## src/rtl/upg_boot_ctrl.sv

```systemverilog
// Programming-mode controller: arbitrates memory ownership between the CPU and the UART
// loader, sequences both resets, and reports load progress and status for LED display.
module upg_boot_ctrl #(
  parameter int HOLD_CYCLES    = 16,
  parameter int TIMEOUT_CYCLES = 50_000_000,
  parameter int RUN_RST_CYCLES = 4
) (
  input  logic        clock,
  input  logic        reset,
  input  logic        start_pg,
  input  logic        upg_wen_i,
  input  logic [14:0] upg_adr_i,
  input  logic        upg_done_i,
  output logic        upg_rst_o,
  output logic        cpu_rst_o,
  output logic        imem_wen_o,
  output logic        dmem_wen_o,
  output logic [13:0] imem_words_o,
  output logic [13:0] dmem_words_o,
  output logic        busy_o,
  output logic        err_o,
  output logic [2:0]  state_o
);

  typedef enum logic [2:0] {
    S_RUN     = 3'd0,
    S_ARM     = 3'd1,
    S_LOAD    = 3'd2,
    S_RELEASE = 3'd3,
    S_ERROR   = 3'd4
  } state_t;

  localparam int HW = $clog2(HOLD_CYCLES) + 1;
  localparam int TW = $clog2(TIMEOUT_CYCLES);
  localparam int RW = $clog2(RUN_RST_CYCLES) + 1;

  localparam logic [HW-1:0] HOLD_LAST    = HW'(HOLD_CYCLES - 1);
  localparam logic [TW-1:0] TIMEOUT_LAST = TW'(TIMEOUT_CYCLES - 1);
  localparam logic [RW-1:0] RUN_RST_LAST = RW'(RUN_RST_CYCLES - 1);
  localparam logic [13:0]   WORDS_MAX    = '1;

  state_t        r_state;
  logic          r_spg_meta;
  logic          r_spg_s;
  logic          r_origin_err;
  logic          r_first;
  logic [HW-1:0] r_hold_cnt;
  logic [TW-1:0] r_to_cnt;
  logic [RW-1:0] r_rel_cnt;
  logic [13:0]   r_imem_words;
  logic [13:0]   r_dmem_words;
  logic          r_upg_rst;
  logic          r_cpu_rst;
  logic          r_busy;
  logic          r_err;
  logic          w_in_load;
  logic          w_unused_adr;

  // Only the select bit of the address matters here; the word address goes straight to memory.
  assign w_unused_adr = ^upg_adr_i[13:0];

  // Write gating must stay combinational so the loader's strobe reaches memory in the same cycle.
  assign w_in_load  = (r_state == S_LOAD) & ~reset;
  assign imem_wen_o = w_in_load & upg_wen_i & ~upg_adr_i[14];
  assign dmem_wen_o = w_in_load & upg_wen_i &  upg_adr_i[14];

  // NOTE: all state here uses non-blocking assignments so every branch sees pre-edge values.
  always_ff @(posedge clock) begin
    if (reset) begin
      r_state      <= S_RELEASE;
      r_spg_meta   <= 1'b0;
      r_spg_s      <= 1'b0;
      r_origin_err <= 1'b0;
      r_first      <= 1'b0;
      r_hold_cnt   <= '0;
      r_to_cnt     <= '0;
      r_rel_cnt    <= '0;
      r_imem_words <= '0;
      r_dmem_words <= '0;
      r_upg_rst    <= 1'b1;
      r_cpu_rst    <= 1'b1;
      r_busy       <= 1'b0;
      r_err        <= 1'b0;
    end else begin
      r_spg_meta <= start_pg;
      r_spg_s    <= r_spg_meta;

      case (r_state)
        S_RUN: begin
          if (r_spg_s) begin
            r_state      <= S_ARM;
            r_origin_err <= 1'b0;
            r_hold_cnt   <= '0;
          end
        end

        // Outputs are left untouched in ARM, so they keep showing the origin state.
        S_ARM: begin
          if (!r_spg_s) begin
            r_state <= r_origin_err ? S_ERROR : S_RUN;
          end else if (r_hold_cnt == HOLD_LAST) begin
            r_state      <= S_LOAD;
            r_first      <= 1'b1;
            r_to_cnt     <= '0;
            r_imem_words <= '0;
            r_dmem_words <= '0;
            r_upg_rst    <= 1'b0;
            r_cpu_rst    <= 1'b1;
            r_busy       <= 1'b1;
            r_err        <= 1'b0;
          end else begin
            r_hold_cnt <= r_hold_cnt + HW'(1);
          end
        end

        S_LOAD: begin
          r_first <= 1'b0;
          if (upg_wen_i) begin
            r_to_cnt <= '0;
            if (upg_adr_i[14]) begin
              if (r_dmem_words != WORDS_MAX) r_dmem_words <= r_dmem_words + 14'd1;
            end else begin
              if (r_imem_words != WORDS_MAX) r_imem_words <= r_imem_words + 14'd1;
            end
          end else if (r_to_cnt != TIMEOUT_LAST) begin
            r_to_cnt <= r_to_cnt + TW'(1);
          end

          // Done is checked first so it wins over a coincident timeout.
          if (upg_done_i && !r_first) begin
            r_state   <= S_RELEASE;
            r_rel_cnt <= '0;
            r_upg_rst <= 1'b1;
            r_busy    <= 1'b0;
          end else if (!upg_wen_i && r_to_cnt == TIMEOUT_LAST) begin
            r_state   <= S_ERROR;
            r_upg_rst <= 1'b1;
            r_busy    <= 1'b0;
            r_err     <= 1'b1;
          end
        end

        S_RELEASE: begin
          if (r_rel_cnt == RUN_RST_LAST) begin
            r_state   <= S_RUN;
            r_cpu_rst <= 1'b0;
          end else begin
            r_rel_cnt <= r_rel_cnt + RW'(1);
          end
        end

        S_ERROR: begin
          if (r_spg_s) begin
            r_state      <= S_ARM;
            r_origin_err <= 1'b1;
            r_hold_cnt   <= '0;
          end
        end

        default: begin
          r_state   <= S_RELEASE;
          r_rel_cnt <= '0;
          r_upg_rst <= 1'b1;
          r_cpu_rst <= 1'b1;
          r_busy    <= 1'b0;
          r_err     <= 1'b0;
        end
      endcase
    end
  end

  assign upg_rst_o    = r_upg_rst;
  assign cpu_rst_o    = r_cpu_rst;
  assign busy_o       = r_busy;
  assign err_o        = r_err;
  assign state_o      = r_state;
  assign imem_words_o = r_imem_words;
  assign dmem_words_o = r_dmem_words;

endmodule

```

## config.mk

```make
export PLATFORM = sky130hd
export DESIGN_NAME = upg_boot_ctrl
export DESIGN_NICKNAME = d
export VERILOG_FILES = /design/src/rtl/upg_boot_ctrl.sv
export SDC_FILE = /design/constraint.sdc
export NUM_CORES = 1
export LEC_CHECK = 0
export ABC_AREA = 0
export ABC_CLOCK_PERIOD_IN_PS = 3000
export BUFFER_PORTS_ARGS = -buffer_cell sky130_fd_sc_hd__buf_4
export CORE_MARGIN = 5
export CORE_UTILIZATION = 28
export DETAILED_ROUTE_END_ITERATION = 6
export PLACE_DENSITY_LB_ADDON = 0.05
export SYNTH_ARGS = -nofsm -noshare
export SYNTH_HDL_FRONTEND = slang
export SYNTH_SLANG_ARGS = --single-unit
```

## constraint.sdc

```tcl
create_clock -name clock -period 3 [get_ports clock]
set_input_delay 0.45 -clock clock [delete_from_list [all_inputs] [get_ports clock]]
set_output_delay 0.45 -clock clock [all_outputs]
set_load 0.05 [all_outputs]
```

==> results_dict.tcl <==
set metrics [dict create \
    status "complete, no violations" \
    muxShareOfSynthArea_pct 1.03 \
    grt_use_total_pct 13.4 \
    synth-compound-area-share_pct 17.9 \
    worst_pin_slew_ps 709 \
    h-tree-depth 3 \
    die_height_um 128 \
    synth_warnings 0 \
    ctsResizeCount 0 \
    rsz0062_at_grt "false" \
    core_um2 13700 \
    min_path_type "in2reg" \
    setup_viol 0 \
    cts_setup_buffers 0 \
    hold_viol_final 0 \
    setup_tns_ps 0 \
    clock_skew_ps 9.84 \
    multiInputGateArea_um2 2290 \
    first_iter_violations 198 \
    period_share_pct 86.0 \
    place_area_um2 4400 \
    crit_type "reg2reg" \
    critPathMaxFanout 9 \
    critical_path_arrival_ps 2870 \
    fin_util_pct 34.1 \
    critPathCaptureType "register" \
    drc 0 \
    slew_viol_final 0 \
    insertion_delay_ps 340 \
    post-synth-top-area-fraction_pct 37.8 \
    syn-instance-count 474 \
    rows 43 \
    die_w_um 128 \
    yosys.area.top_type "dfxtp_1" \
    ys_types 65 \
    final_cell_area_um2 4670 \
    final_nets 543 \
    fmax_mhz 387 \
    drt_wl_total_um 10800 \
    layout_common_cells "dfxtp_1, nor2_1, buf_4, nand2_1, nand3_1" \
    portBuffers 42 \
    n_antenna_cell 0 \
    cpPeakStageDelay_ps 430 \
    crit_family "simple AND/OR/NAND/NOR gates" \
    cts_buffer_depth 2 \
    ys.flop_type "dfxtp_1" \
    cts_root_buf "clkbuf_16" \
    crit_path_cell_trace "ha_1, and3_1, ha_1, nand4b_4, a211o_4, or3_4, or4_1, nand2_1" \
    synth_top_family_by_area "simple AND/OR/NAND/NOR gates" \
    grt_max_degree 50 \
    path_clk_slew_ps 60 \
    async_flop_share_pct 0 \
    slowest_stage "a211o_4" \
    vias 3593 \
    area_delta_synth_final_pct 20.8 \
    finalPower_uw 2860 \
    synthesis.area_um2 3870 \
    antenna_found_initial 0 \
    num-fill-cells 1478 \
    start_util_pct 28.2 \
    hold_slack_ps 338 \
    wl_per_cell_um 15.4 \
    dp_hpwl_um 7570 \
    dieArea_um2 16300 \
    place.gp.congestion 0.776 \
    maxSlewHeadroom_pct 52.4 \
    cts_hold_buf 0 \
    ys_seq_area_share_pct 37.8 \
    cts_sinks 73 \
    seqCellArea_um2 1460 \
    crit_required_ps 3290 \
    cts_tree "built" \
    synth.area.top_cells "dfxtp_1, nor2_1, nand2_1" \
    cts_inserted_buffers 9 \
    vdd_drop_max_uv 273 \
    io_pins 57 \
    drv_cap 0 \
    grt-ovfl-total 0 \
    postRouteAntennaNets 0 \
    avgSynthCellArea_um2 8.16 \
    grt_pass1_wl_um 17700 \
    viasPerCell 5.13 \
    cp-start-kind "register" \
    drive_gt1_share_pct 16.3 \
    power.leakage_uw 0.00167 \
    yosys.area_share.simple_pct 32.8 \
    grt_pass1_vias 3391 \
    cp_common_cell "ha_1" \
    synthXorXnorAreaFrac_pct 5.21 \
    layout_commonest_cell "dfxtp_1" \
    syn_nets 501 \
    path_buf_inv 0 \
    period_needed_ps 2580 \
    cellPowerDensity_nw_per_um2 611 \
    synth_edf_count 0 \
    dr.pass1.iters 4 \
    ys_seq_elements 73 \
    synthAdderAreaFrac_pct 2.26 \
]
## flip-flops by register name, indices dropped and copies added (netlist names)
register / cells
cpu_rst_o: 1
r_spg_meta: 1
busy_o: 1
r_hold_cnt: 5
r_first: 1
imem_words_o: 14
upg_rst_o: 1
state_o: 3
dmem_words_o: 14
r_spg_s: 1
r_rel_cnt: 3
r_to_cnt: 26
r_origin_err: 1
err_o: 1
## metal layers
| metal | global-route usage [%] | vias up | part of all wire, % |
|---|---|---|---|
| li1 | - | 1836 | - |
| met1 | 18.0 | 1700 | 50 |
| met2 | 21.1 | 48 | 45 |
| met3 | 3.51 | 9 | 3.4 |
| met4 | 4.29 | 0 | 1.4 |
| met5 | 0 | - | 0 |
## power breakdown
part           internal (uW)  leakage, uW  switching [uW]
registers               1020     0.000590            74.3
clock network            601     0.000139             406
logic                    261     0.000942             494
total                   1880      0.00167             974
## cell families (layout without fill, tap and decap cells)
| group | after synthesis | after routing |
|---|---|---|
| AND/OR/NAND/NOR | 235 | 235 |
| AO/OA/AOI/OAI | 105 | 105 |
| flip-flops | 73 | 73 |
| buffers and inverters | 27 | 74 |
| XOR/XNOR | 23 | 23 |
| adder cells (fa/ha/maj) | 7 | 7 |
| multiplexers | 4 | 4 |
## cell usage after synthesis (all sizes together), types with 2 or more instances
library cell	number
a41oi	4
a21o	3
dfxtp	73
nand4	9
a311oi	5
inv	4
mux2i	4
and4	7
xor2	7
o21ai	26
nor4	7
clkbuf	17
nor3	24
nand2	46
a2111oi	2
xnor2	16
nand4b	6
nand2b	6
a31oi	13
nor2b	6
nor2	59
o211ai	2
or3	3
ha	7
o41ai	2
and3	14
nor4b	3
or4	2
and2	4
buf	6
a211oi	4
o211a	2
nand3	30
a21oi	30
nor3b	7
o21a	2
a211o	2
## layout make-up
cell class                      count  area share (%)
Clock buffer                       13            5.57
Clock inverter                      3           0.321
Multi-Input combinational cell    374            49.0
Timing Repair Buffer               54            8.67
Tap cell                          180            4.82
Inverter                            4           0.321
Sequential cell                    73            31.3
## path summary, 6_finish.rpt
check	start	end	slack, ps	cells past startpoint
min	start_pg	r_spg_meta$_SDFF_PP0_	340	2
max reg2reg	r_hold_cnt[0]$_SDFFE_PP0P_	r_to_cnt[23]$_SDFFE_PP0P_	420	8
min reg2reg	r_spg_meta$_SDFF_PP0_	r_spg_s$_SDFF_PP0_	450	1
max	r_hold_cnt[0]$_SDFFE_PP0P_	r_to_cnt[23]$_SDFFE_PP0P_	420	8
## metrics by stage
step | std cells | setup WS (ps)
final | 701 | 419
after global routing | 701 | 249
after CTS | 701 | 385
after detailed placement | 685 | 407
after global placement | 685 | 425
after floorplan | 474 | 230
Power figures use the tool's default switching activity.
